<file path="src/rtl/fsm_gpl_status_pkg.sv">
// Shared types and defaults for the gpl_status qualifying FSM.
package fsm_gpl_status_pkg;

  // Filter states; specreg is high exactly in ACTIVE and RELEASE.
  typedef enum logic [1:0] {
    IDLE    = 2'b00,
    CONFIRM = 2'b01,
    ACTIVE  = 2'b10,
    RELEASE = 2'b11
  } gpl_state_t;

  localparam int GPL_ON_CYCLES_DEF  = 4;
  localparam int GPL_OFF_CYCLES_DEF = 4;

  // Larger of two thresholds; sizes the shared run counter.
  function automatic int gpl_max(input int a, input int b);
    return (a > b) ? a : b;
  endfunction

endpackage

</file>
<file path="src/rtl/fsm_gpl_status.sv">
// Glitch filter with hysteresis on gpl_status: specreg rises after ON_CYCLES
// consecutive enabled high samples and falls after OFF_CYCLES consecutive
// enabled low samples. Disabled cycles freeze everything, including the run.
module fsm_gpl_status
  import fsm_gpl_status_pkg::*;
#(
  parameter int ON_CYCLES  = GPL_ON_CYCLES_DEF,
  parameter int OFF_CYCLES = GPL_OFF_CYCLES_DEF
) (
  input  logic clk,
  input  logic arst,
  input  logic gpl_status,
  input  logic ena,
  output logic specreg
);

  localparam int CNT_MAX = gpl_max(ON_CYCLES, OFF_CYCLES);
  localparam int CW      = $clog2(CNT_MAX + 1);

  localparam logic [CW-1:0] ON_CNT  = CW'(ON_CYCLES);
  localparam logic [CW-1:0] OFF_CNT = CW'(OFF_CYCLES);

  gpl_state_t    r_state;
  logic [CW-1:0] r_cnt;
  logic          r_specreg;

  gpl_state_t    w_state_nxt;
  logic [CW-1:0] w_cnt_nxt;
  logic          w_spec_nxt;
  logic [CW-1:0] w_cnt_inc;

  // The counter only increments while strictly below its threshold, so the
  // increment can never wrap.
  assign w_cnt_inc = r_cnt + CW'(1);

  // Next-state, run counter and output decode; ena=0 leaves all three held.
  always_comb begin
    w_state_nxt = r_state;
    w_cnt_nxt   = r_cnt;
    w_spec_nxt  = r_specreg;
    case (r_state)
      IDLE: begin
        w_spec_nxt = 1'b0;
        if (ena && gpl_status) begin
          if (ON_CYCLES == 1) begin
            w_state_nxt = ACTIVE;
            w_cnt_nxt   = '0;
            w_spec_nxt  = 1'b1;
          end else begin
            w_state_nxt = CONFIRM;
            w_cnt_nxt   = CW'(1);
          end
        end
      end
      CONFIRM: begin
        if (ena) begin
          if (gpl_status) begin
            if (w_cnt_inc == ON_CNT) begin
              w_state_nxt = ACTIVE;
              w_cnt_nxt   = '0;
              w_spec_nxt  = 1'b1;
            end else begin
              w_cnt_nxt   = w_cnt_inc;
            end
          end else begin
            w_state_nxt = IDLE;
            w_cnt_nxt   = '0;
          end
        end
      end
      ACTIVE: begin
        w_spec_nxt = 1'b1;
        if (ena && !gpl_status) begin
          if (OFF_CYCLES == 1) begin
            w_state_nxt = IDLE;
            w_cnt_nxt   = '0;
            w_spec_nxt  = 1'b0;
          end else begin
            w_state_nxt = RELEASE;
            w_cnt_nxt   = CW'(1);
          end
        end
      end
      RELEASE: begin
        if (ena) begin
          if (!gpl_status) begin
            if (w_cnt_inc == OFF_CNT) begin
              w_state_nxt = IDLE;
              w_cnt_nxt   = '0;
              w_spec_nxt  = 1'b0;
            end else begin
              w_cnt_nxt   = w_cnt_inc;
            end
          end else begin
            // A high sample aborts the release; specreg never dropped.
            w_state_nxt = ACTIVE;
            w_cnt_nxt   = '0;
          end
        end
      end
      default: begin
        w_state_nxt = IDLE;
        w_cnt_nxt   = '0;
        w_spec_nxt  = 1'b0;
      end
    endcase
  end

  // State, counter and output registers; reset overrides everything.
  always_ff @(posedge clk) begin
    if (arst) begin
      r_state   <= IDLE;
      r_cnt     <= '0;
      r_specreg <= 1'b0;
    end else begin
      r_state   <= w_state_nxt;
      r_cnt     <= w_cnt_nxt;
      r_specreg <= w_spec_nxt;
    end
  end

  assign specreg = r_specreg;

endmodule

</file>
<file path="config.mk">
export PLATFORM = sky130hd
export DESIGN_NAME = fsm_gpl_status
export DESIGN_NICKNAME = d
export VERILOG_FILES = /design/src/rtl/fsm_gpl_status_pkg.sv /design/src/rtl/fsm_gpl_status.sv
export SDC_FILE = /design/constraint.sdc
export NUM_CORES = 1
export LEC_CHECK = 0
export ABC_AREA = 1
export CAP_MARGIN = 20
export CORE_AREA = 4 4 41 43
export CTS_CLUSTER_DIAMETER = 60
export DETAILED_ROUTE_END_ITERATION = 16
export DIE_AREA = 0 0 45 47
export GPL_TIMING_DRIVEN = 0
export PLACE_DENSITY = 0.61
export SLEW_MARGIN = 20
export SYNTH_ARGS = -nofsm -noshare
export SYNTH_HDL_FRONTEND = slang
export SYNTH_SLANG_ARGS = --single-unit
export TNS_END_PERCENT = 30
</file>
<file path="constraint.sdc">
create_clock -name clk -period 1.3 [get_ports clk]
set_clock_uncertainty 0.1 [all_clocks]
set_input_delay 0.26 -clock clk [delete_from_list [all_inputs] [get_ports clk]]
set_output_delay 0.26 -clock clk [all_outputs]
set_load 0.005 [all_outputs]
</file>
Word-level counts from Yosys, hierarchy flattened
Index checks and enable logic that the tools add are counted.

word-level totals
  output and inout bits = 1
  register bits after elaboration = 6
  logic and storage cells = 49

cells by class
  multiplexer cells = 24
  reductions and logical operators = 7
  add/sub/neg operators = 1
  equality and inequality tests = 14

operators by type and width
  kind                                           count
  2-to-1 mux 3 bit                               7
  2-to-1 mux 2 bit                               8
  != test 2 bit, second input constant           8
  one-hot mux 3 bit (4 select lines)             1
  AND reduction 6 bit                            2
  one-hot mux 2 bit (4 select lines)             1
  2-to-1 mux 1 bit                               6
  != test 3 bit, second input constant           2
  == test 2 bit, second input constant           2
  one-hot mux 1 bit (4 select lines)             1
  AND reduction 4 bit                            1
  adder 3 x 1 -> 3 bit, second input constant    1
  == test 3 bit, second input constant           1
  == test 2 x 1 -> 1 bit, second input constant  1
  logical AND 1 bit                              2
  zero test 2 bit                                1
  zero test 1 bit                                1

Depth between registers and ports, before layout
Gate-level depths: netlist of the first run.

  word-level depth = 6
  depth in mapped cells = 9
  mapped depth without buffers = 9

Worst setup path before layout of the first run
No wires, ideal clock.

  path kind = register to register
  from = register r_state[0]
  to = register with a tool-made name
  period minus slack after synthesis = 1,364 ps
  path slack = -64 ps
  setup time = 110 ps
  stages on the path, launching flop included = 8
  arrival time = 1,155 ps
  cell sequence = dfxtp_1 ha_1 nor2_4 nor2_2 nor2_4 nand4_1 nand2_1 nor2_1

RTL lines
  item                    RTL line               text
  start, declared         fsm_gpl_status.sv:23   gpl_state_t r_state;
  start signal, assigned  fsm_gpl_status.sv:116  r_state <= w_state_nxt;

==> metrics.md, run 1 <==
| Metric | Value |
|---|---|
| Vias/cell | 4.49 |
| Hold Buf Count CTS | 0 |
| Clk pwr share | 17.1% |
| Root buf cell | clkbuf_4 |
| Row cnt | 13 |
| Vias | 400 |
| Status | finished, violations left |
| Final setup fails | 5 |
| Achievable Freq | 742 MHz |
| Yosys warns | 0 |
| Area Overhead vs Synth | 34.7% |
| Leak | 0.264 nW |
| Antenna cells | 0 |
| Final period util | 104% |
| Worst setup SP type | flip-flop |
| DRC Markers | 0 |
| Power per cell area | 1930 nW/um^2 |
| Fraction of layout cells with a size suffix above 1 | 29.7% |
| Fin nets | 86 |
| Skew-Pair Late Insertion Delay | 0.25 ns |
| Crit-path max cell delay | 0.37 ns |
| Worst EP arrival | 1.39 ns |
| Num CTS Buffers | 3 |
| Comb pwr share | 55.1% |
| Sequential element share of the synthesized area | 26.9% |
| Crit Path Max Fanout | 5 |
| Sequential share of power | 27.8% |
| WP buf/inv | 1 |
| Slew Limit Fails | 0 |
| DP Wirelength | 620 um |
| Synthesized net count | 74 |
| Fin util | 46.3% |
| Internal power | 0.000647 W |
| Reported max-cap violation count | 0 |
| Final min period | 1.35 ns |
| Final Routed Wirelength | 871 um |
| Avg WL per Cell | 9.79 um |
| FF+latch count, synth | 6 |
| Pin count of the biggest net entering global routing | 6 |
| Fill count | 136 |
| Synth Cell Area | 447 um^2 |
| CP dominant cell by count | nor2_4 |
| CP top delay family | simple AND/OR/NAND/NOR gates |
| Switching Fraction | 44.3% |
| Final hold vios | 0 |
| Cells on worst reg2reg path | 8 |
| Initial DRC count | 3 |
| Slew HR | 85.1% |
| Initial antenna violation count | 0 |
| First-pass GRT wire length | 1.64 mm |
| Total GRT Usage | 11.4% |
| Crit path required time | 1.34 ns |
| Clock sink count | 6 |
| Most frequent cells in the layout | 14 x nand2_1, 9 x inv_1, 6 x a21oi_1 |
| Failing checks | setup timing |
| CP cell instances | inv_4 > ha_4 > nor2_4 > nor2_4 > nor2_4 > nand3_1 > nand2_1 > nor2_1 |
| Hold Path Class | flip-flop to flip-flop |
| Core Box Area | 1300 um^2 |
| Height of the die | 47 um |
| Drt pass-1 iters | 2 |
| Dpl ws | -0.386 ns |
| Die area | 2120 um^2 |
| Critical Path Stages | 8 |
| Critical Path End Type | flip-flop |
| Clk slew on worst S/H paths | 0.05 ns |
| Most common cell after layout, fill and taps aside | nand2_1 |
| Die width | 45 um |
| Clock buffer depth | 2 |
| Port Buffer Count | 4 |
| Routability cong. | 0.736 |
| Yosys cell types | 15 |
| Worst setup margin | -0.0468 ns |
| Post-route ant nets | 0 |
| CTS H-Tree Depth | 1 |
| Sw Pwr | 0.000514 W |
| CTS tree | done |
| Cells on Worst Hold Path | 2 |
| Maximum VDD drop | 1060 uV |
| Grt ovf | 0 |
| Worst-Margin Slew | 0.221 ns |
| Initial Util | 34.3% |
| Kind of critical path | flip-flop to flip-flop |
| Mapped Cells | 63 |
| Crit-path slowest cell | dfxtp_4 |
| Ports | 5 |
| Unrepaired setup endpoints after global routing | yes |
| Syn Area/Cell | 7.09 um^2 |
| Vias in the first global route | 385 |
metal layers:
layer	track usage, %	wire length [um]	vias up
li1	-	-	221
met1	13.4	407	172
met2	16.4	411	5
met3	6.90	43	2
met4	5.26	8	0
met5	0	0	-
final timing paths:
kind | from | end | slack [ns]
worst max-delay path | flip-flop | r_state[0] | -0.05
worst min-delay path | specreg | specreg | 0.36
worst max register to register | flip-flop | r_state[0] | -0.05
worst min register to register | specreg | specreg | 0.36
logic make-up after synthesis:
logic type	synth area share [%]
compound gates	9.52
simple gates	33.9
flops	26.9
fa+ha+maj	19.6
buf+inv	10.1
worst min-delay path, stage by stage (launching register included):
cell	delay, ns
dfxtp_1	0.30
nand2_1	0.06
a21oi_1	0.05
repair_timing:
item | CTS | global route
pin swaps | 6 | 1
resized for setup | 8 | 2
setup buffers | 2 | 0
cloned | 1 | 0
setup endpoints to repair | 7 | 6
power groups by stage:
stage	Clock (W)	Combinational (W)	Sequential (W)
3_3_place_gp	0	0.000539	0.000320
5_1_grt	0.000223	0.000735	0.000329
4_1_cts	0.000207	0.000623	0.000324
3_5_place_dp	0	0.000537	0.000319
6_report	0.000198	0.000640	0.000323
2_1_floorplan	0	0.000420	0.000311
synth_stat cells:
master,n,area [um^2]
inv_1,11,41.3
nand3_1,4,20.0
nand3_2,1,10.0
dfxtp_1,6,120
nor2_2,1,6.26
nand2_1,15,56.3
a21boi_0,1,7.51
a21oi_1,6,30.0
inv_2,1,3.75
nand2_2,2,12.5
nor2_1,3,11.3
nand4_1,2,12.5
o21ai_1,1,5.00
nor2_4,2,22.5
ha_1,7,87.6
metrics by stage:
stage               setup TNS [ns]  total power [W]  instances  hold WS (ns)  instance area (um^2)
floorplan               -0.0000497         0.000731         63         0.229                   469
global placement             -1.98         0.000858         82         0.348                   528
detailed placement           -2.00         0.000856         82         0.358                   528
CTS                         -0.182          0.00115         89         0.364                   594
global route                -0.666          0.00129         89         0.377                   602
finish                      -0.183          0.00116         89         0.363                   602
final cells by class:
class | instances | area (um^2) | share of cell area, %
Multi-Input combinational cell | 46 | 330 | 54.9
Sequential cell | 6 | 128 | 21.2
Timing Repair Buffer | 6 | 51.3 | 8.52
Inverter | 12 | 47.5 | 7.90
Clock buffer | 4 | 26.3 | 4.37
Tap cell | 15 | 18.8 | 3.12
Note: power is estimated with default switching activity, not from simulation.
==> inputs of run 2 (changes only) <==
--- a/config.mk
+++ b/config.mk
@@ -7,10 +7,10 @@
 export LEC_CHECK = 0
 export ABC_AREA = 1
 export CAP_MARGIN = 20
-export CORE_AREA = 4 4 41 43
+export CORE_AREA = 2 2 39 41
 export CTS_CLUSTER_DIAMETER = 60
 export DETAILED_ROUTE_END_ITERATION = 16
-export DIE_AREA = 0 0 45 47
+export DIE_AREA = 0 0 41 43
 export GPL_TIMING_DRIVEN = 0
 export PLACE_DENSITY = 0.61
 export SLEW_MARGIN = 20
==> constraint.sdc (replaced) <==
create_clock -name clk -period 1.3 [get_ports clk]
set_clock_uncertainty 0.1 [all_clocks]
set_input_delay 0.26 -clock clk [delete_from_list [all_inputs] [get_ports clk]]
set_output_delay 0.26 -clock clk [all_outputs]
set_load 0.05 [all_outputs]
==> run 2 against run 1 <==
The run still ends with setup timing left. Global-route usage grew 1.4 points. Fmax shrank 1.5%. Via count grew 6.3%. Final area grew 4.0%. Setup slack lost 0.020 ns. Sequential power is essentially flat. Worst hold slack lost 0.0084 ns. Sequential share of layout area shrank 0.81 points. Die area shrank 17%.
==> metrics.md, run 2 (synthesized netlist as in run 1, its figures left out) <==
| Metric | Value |
|---|---|
| Root buf cell | clkbuf_4 (unchanged) |
| Status | finished, violations left (unchanged) |
| Final hold vios | 0 (unchanged) |
| Skew-Pair Late Insertion Delay | 0.24 ns (was 0.25 ns) |
| Clk pwr share | 14.3% (was 17.1%) |
| Crit-path slowest cell | dfxtp_4 (unchanged) |
| Clock sink count | 6 (unchanged) |
| Crit Path Max Fanout | 5 (unchanged) |
| Leak | 0.276 nW (was 0.264 nW) |
| Antenna cells | 0 (unchanged) |
| Vias/cell | 4.62 (was 4.49) |
| Core Box Area | 1380 um^2 (was 1300 um^2) |
| CP cell instances | inv_2 > ha_2 > nand2_2 > nand2_4 > nor2_4 > nand4_1 > nand2_1 > nor2_1 (was inv_4 > ha_4 > nor2_4 > nor2_4 > nor2_4 > nand3_1 > nand2_1 > nor2_1) |
| Vias in the first global route | 386 (was 385) |
| Worst setup margin | -0.0669 ns (was -0.0468 ns) |
| DP Wirelength | 637 um (was 620 um) |
| Comb pwr share | 60.5% (was 55.1%) |
| Kind of critical path | flip-flop to flip-flop (unchanged) |
| Total power | 0.00128 W (was 0.00116 W) |
| Critical Path End Type | flip-flop (unchanged) |
| Clock buffer depth | 2 (unchanged) |
| Port Buffer Count | 4 (unchanged) |
| Switching Fraction | 45.3% (was 44.3%) |
| Initial DRC count | 4 (was 3) |
| Crit-path max cell delay | 0.38 ns (was 0.37 ns) |
| Maximum VDD drop | 1090 uV (was 1060 uV) |
| DRC Markers | 0 (unchanged) |
| Internal power | 0.000701 W (was 0.000647 W) |
| Final period util | 105% (was 104%) |
| Reported max-cap violation count | 0 (unchanged) |
| Sw Pwr | 0.000580 W (was 0.000514 W) |
| Post-route ant nets | 0 (unchanged) |
| CTS tree | done (unchanged) |
| Total GRT Usage | 12.7% (was 11.4%) |
| Worst EP arrival | 1.41 ns (was 1.39 ns) |
| Fin nets | 88 (was 86) |
| Initial antenna violation count | 0 (unchanged) |
| Crit path required time | 1.34 ns (about the same) |
| Pin count of the biggest net entering global routing | 6 (unchanged) |
| CP top delay family | simple AND/OR/NAND/NOR gates (unchanged) |
| Power per cell area | 2050 nW/um^2 (was 1930 nW/um^2) |
| Grt ovf | 0 (unchanged) |
| Die width | 41 um (was 45 um) |
| Hold Path Class | flip-flop to flip-flop (unchanged) |
| Avg WL per Cell | 9.98 um (was 9.79 um) |
| CTS H-Tree Depth | 1 (unchanged) |
| Worst setup SP type | flip-flop (unchanged) |
| Final min period | 1.37 ns (was 1.35 ns) |
| Clk slew on worst S/H paths | 0.05 ns (about the same) |
| Slew HR | 84.0% (was 85.1%) |
| Hold Buf Count CTS | 0 (unchanged) |
| Routability cong. | 0.671 (was 0.736) |
| Dpl cells | 83 (was 82) |
| Most frequent cells in the layout | 12 x nand2_1, 8 x inv_1, 6 x a21oi_1 (was 14 x nand2_1, 9 x inv_1, 6 x a21oi_1) |
| Area Overhead vs Synth | 40.1% (was 34.7%) |
| Slew Limit Fails | 0 (unchanged) |
| Final setup fails | 6 (was 5) |
| Failing checks | setup timing (unchanged) |
| Final Routed Wirelength | 918 um (was 871 um) |
| Worst-Margin Slew | 0.239 ns (was 0.221 ns) |
| Die area | 1760 um^2 (was 2120 um^2) |
| Cell Count, Final, Fillers Out | 92 (was 89) |
| Vias | 425 (was 400) |
| Achievable Freq | 732 MHz (was 742 MHz) |
| WP buf/inv | 1 (unchanged) |
| Ports | 5 (unchanged) |
| Most common cell after layout, fill and taps aside | nand2_1 (unchanged) |
| Row cnt | 14 (was 13) |
| Unrepaired setup endpoints after global routing | yes (unchanged) |
| Initial Util | 32.3% (was 34.3%) |
| First-pass GRT wire length | 1.51 mm (was 1.64 mm) |
| Num CTS Buffers | 3 (unchanged) |
| Fraction of layout cells with a size suffix above 1 | 36.8% (was 29.7%) |
| Drt pass-1 iters | 2 (unchanged) |
| Height of the die | 43 um (was 47 um) |
| Sequential share of power | 25.2% (was 27.8%) |
==> run 2: power by group through the flow <==
stage	clock, W	sequential, W	combinational (W)
4_1_cts	0.000194	0.000324	0.000709
3_3_place_gp	0	0.000319	0.000582
3_5_place_dp	0	0.000321	0.000586
2_1_floorplan	0	0.000357	0.000419
5_1_grt	0.000202	0.000332	0.000856
6_report	0.000184	0.000323	0.000775
==> run 2: final timing paths <==
kind	cells after the start	slack (ns)	to	start
max reg2reg	8	-0.07	flip-flop	r_state[0]
min reg2reg	2	0.35	specreg	specreg
min	2	0.35	specreg	specreg
max	8	-0.07	flip-flop	r_state[0]
==> run 2: worst min-delay path, stage by stage (launching register included) <==
cell	delay, ns
dfxtp_1	0.30
nand2_1	0.05
a21oi_1	0.05
==> run 2: final cells by class <==
| class | count | area, um^2 |
|---|---|---|
| clock buffer | 4 | 26.3 |
| fill | 154 | 758 |
| inverter | 12 | 47.5 |
| multi-input combinational | 46 | 338 |
| sequential | 6 | 128 |
| tap | 16 | 20.0 |
| timing repair buffer | 8 | 66.3 |
==> run 2: layer usage <==
metal / global-route usage (%) / routed length, um / up-vias
met2: 19.4 / 426 / 7
met1: 13.7 / 438 / 189
met3: 6.81 / 46 / 2
li1: - / - / 227
met5: 0 / 0 / -
met4: 6.00 / 6 / 0
==> run 2: what timing repair did <==
| item | in CTS | in global routing |
|---|---|---|
| setup endpoints to repair | 7 | 6 |
| pin swaps | 4 | 8 |
| gates cloned | 1 | 0 |
| setup buffers | 3 | 1 |
| gates resized for setup | 14 | 5 |
==> run 2: metrics by stage <==
stage               cell area (um^2)  worst slack [ns]  utilization [%]     TNS, ns  hold slack, ns
finish                           626           -0.0669             45.2      -0.304           0.355
global route                     626            -0.149             45.2      -0.820           0.384
global placement                 529            -0.391             38.2       -2.19           0.349
floorplan                        469        -0.0000497                -  -0.0000497           0.229
CTS                              607           -0.0503             43.9      -0.195           0.372
detailed placement               529            -0.402             38.2       -2.27           0.366
==> inputs of run 3 (changes only) <==
--- a/config.mk
+++ b/config.mk
@@ -11,7 +11,6 @@
 export CTS_CLUSTER_DIAMETER = 60
 export DETAILED_ROUTE_END_ITERATION = 16
 export DIE_AREA = 0 0 41 43
-export GPL_TIMING_DRIVEN = 0
 export PLACE_DENSITY = 0.61
 export SLEW_MARGIN = 20
 export SYNTH_ARGS = -nofsm -noshare
==> run 3 against run 2 <==
The run still ends with setup timing left. Final area up 3.0%. Utilization up 1.4 points. Non-clock buffer count up 4. Global-route usage up 0.61 points. Fmax up 0.92%. Register-to-register slack about the same. Via count up 2.4%. Worst hold slack better by 0.029 ns. Sequential share of layout area down 0.98 points. Power down 1.3%. Sequential cell count unchanged.
==> metrics.md, run 3 (synthesized netlist as in run 1, its figures left out) <==
| Metric | Value |
|---|---|
| Status | finished, violations left (unchanged) |
| Failing checks | setup timing (unchanged) |
| CP dominant cell by count | nand2_1 |
| Final setup fails | 5 (was 6) |
| Cells on Worst Hold Path | 2 (unchanged) |
| Worst-Margin Slew | 0.182 ns (was 0.239 ns) |
| Total power | 0.00126 W (was 0.00128 W) |
| Met3 usage | 6.28% (was 6.81%) |
| Skew-Pair Late Insertion Delay | 0.24 ns (about the same) |
| Crit-path slowest cell | dfxtp_4 (unchanged) |
| Final Cell Area | 644 um^2 (was 626 um^2) |
| DP Wirelength | 705 um (was 637 um) |
| Most frequent cells in the layout | 15 x nand2_1, 9 x inv_1, 8 x buf_4, 5 x a21oi_1 (was 12 x nand2_1, 8 x inv_1, 6 x a21oi_1) |
| Hold wc startpoint | r_cnt[1] (was specreg) |
| Root buf cell | clkbuf_4 (unchanged) |
| Initial antenna violation count | 0 (unchanged) |
| Worst setup SP type | flip-flop (unchanged) |
| Drt pass-1 iters | 4 (was 2) |
| CP cell instances | ha_2 > nor2_4 > buf_4 > inv_1 > nand2_1 > nand3_1 > nand2_1 > a21oi_1 (was inv_2 > ha_2 > nand2_2 > nand2_4 > nor2_4 > nand4_1 > nand2_1 > nor2_1) |
| Met2 GRT Util | 20.6% (was 19.4%) |
| Cells on worst reg2reg path | 8 (unchanged) |
| CTS tree | done (unchanged) |
| Hold Path Class | flip-flop to flip-flop (unchanged) |
| Area Overhead vs Synth | 44.3% (was 40.1%) |
| Grt ovf | 0 (unchanged) |
| DP Area | 599 um^2 (was 529 um^2) |
| Avg WL per Cell | 9.64 um (was 9.98 um) |
| CTS H-Tree Depth | 1 (unchanged) |
| Final min period | 1.35 ns (was 1.37 ns) |
| Crit Path Max Fanout | 4 (was 5) |
| Slew Limit Fails | 0 (unchanged) |
| Internal power | 0.000713 W (was 0.000701 W) |
| Final period util | 104% (was 105%) |
| Worst setup margin | -0.0544 ns (was -0.0669 ns) |
| Worst EP arrival | 1.39 ns (was 1.41 ns) |
| Vias | 435 (was 425) |
| Height of the die | 43 um (unchanged) |
| Initial DRC count | 6 (was 4) |
| Maximum VDD drop | 628 uV (was 1090 uV) |
| Port Buffer Count | 4 (unchanged) |
| Antenna cells | 0 (unchanged) |
| Comb pwr share | 60.6% (was 60.5%) |
| Ports | 5 (unchanged) |
| Leak | 0.292 nW (was 0.276 nW) |
| Grt met1 use | 13.8% (was 13.7%) |
| Clock buffer depth | 2 (unchanged) |
| Slew HR | 87.9% (was 84.0%) |
| Routability cong. | 0.700 (was 0.671) |
| Fin nets | 92 (was 88) |
| Reg-to-reg startpoint | r_state[0] (unchanged) |
| Unrepaired setup endpoints after global routing | yes (unchanged) |
| R2r endpoint | specreg |
| Clock sink count | 6 (unchanged) |
| First-pass GRT wire length | 1.55 mm (was 1.51 mm) |
| Vias in the first global route | 406 (was 386) |
| Die width | 41 um (unchanged) |
| Reported max-cap violation count | 0 (unchanged) |
| Die area | 1760 um^2 (unchanged) |
| Row cnt | 14 (unchanged) |
| CP top delay family | flip-flops (was simple AND/OR/NAND/NOR gates) |
| DRC Markers | 0 (unchanged) |
| Core Box Area | 1380 um^2 (unchanged) |
| Post-CTS Repair Setup Buffers | 0 (was 3) |
| Clk slew on worst S/H paths | 0.05 ns (about the same) |
| Clk pwr share | 14.9% (was 14.3%) |
| Reg2Reg Setup Slack | -0.05 ns (was -0.07 ns) |
| Power per cell area | 1960 nW/um^2 (was 2050 nW/um^2) |
| Critical Path End Type | flip-flop (unchanged) |
| Most common cell after layout, fill and taps aside | nand2_1 (unchanged) |
| Post-route ant nets | 0 (unchanged) |
| Dpl ws | -0.380 ns (was -0.402 ns) |
| Crit-path max cell delay | 0.36 ns (was 0.38 ns) |
| Num CTS Buffers | 3 (unchanged) |
| Crit path required time | 1.33 ns (was 1.34 ns) |
| Sequential share of power | 24.6% (was 25.2%) |
| WP buf/inv | 2 (was 1) |
| Initial Util | 32.3% (unchanged) |
| Vias/cell | 4.53 (was 4.62) |
| Kind of critical path | flip-flop to flip-flop (unchanged) |
| Gr busiest metal | met2 (unchanged) |
| Switching Fraction | 43.6% (was 45.3%) |
| Total GRT Usage | 13.3% (was 12.7%) |
| Min-Delay Endpoint | r_cnt[1] (was specreg) |
| Sw Pwr | 0.000551 W (was 0.000580 W) |
| Hold Buf Count CTS | 0 (unchanged) |
| Fraction of layout cells with a size suffix above 1 | 35.0% (was 36.8%) |
| Pin count of the biggest net entering global routing | 6 (unchanged) |
| Achievable Freq | 738 MHz (was 732 MHz) |
| Final Routed Wirelength | 925 um (was 918 um) |
| Final hold vios | 0 (unchanged) |
[run 3: cell type report]
| type | count | area [um^2] |
|---|---|---|
| Timing Repair Buffer | 12 | 109 |
| Inverter | 12 | 45.0 |
| Fill cell | 137 | 739 |
| Multi-Input combinational cell | 46 | 319 |
| Clock buffer | 4 | 26.3 |
| Tap cell | 16 | 20.0 |
| Sequential cell | 6 | 125 |
[run 3: worst min-delay path, cell delays in order, from the launching register on]
cell,delay (ns)
dfxtp_1,0.31
nand2_1,0.08
a21oi_2,0.05
[run 3: layer usage]
metal	routed length [um]	vias up
met5	0	-
met4	8	0
met3	35	2
met2	441	10
met1	440	188
li1	-	235
[run 3: power groups by stage]
| stage | clock network (W) | registers, W | logic [W] |
|---|---|---|---|
| after floorplan | 0 | 0.000357 | 0.000419 |
| after global placement | 0 | 0.000314 | 0.000720 |
| after detailed placement | 0 | 0.000316 | 0.000724 |
| after CTS | 0.000200 | 0.000313 | 0.000750 |
| after global routing | 0.000218 | 0.000319 | 0.000838 |
| final | 0.000188 | 0.000311 | 0.000765 |
[run 3: how the worst max path moves through the flow]
stage                     from         to  slack, ns  cells past startpoint
global route        r_state[0]   r_cnt[1]      -0.14                      7
CTS                 r_state[0]   r_cnt[2]      -0.05                      7
global placement    gpl_status  flip-flop      -0.35                      9
detailed placement  gpl_status  flip-flop      -0.38                      9
finish              r_state[0]    specreg      -0.05                      8
floorplan           r_state[0]  flip-flop   -0.00005                      8
[run 3: timing repair]
action,CTS,global route
endpoints found under the setup margin,6,6
pin swaps,2,2
resized for setup,2,3
gates cloned,1,0
[run 3: metrics by stage]
step,setup TNS (ns),utilization (%),hold WS (ns),std cells
finish,-0.200,46.6,0.384,96
global route,-0.653,46.6,0.408,96
CTS,-0.239,45.6,0.366,96
detailed placement,-1.99,43.3,0.360,91
global placement,-1.83,43.3,0.354,91
floorplan,-0.0000497,-,0.229,63
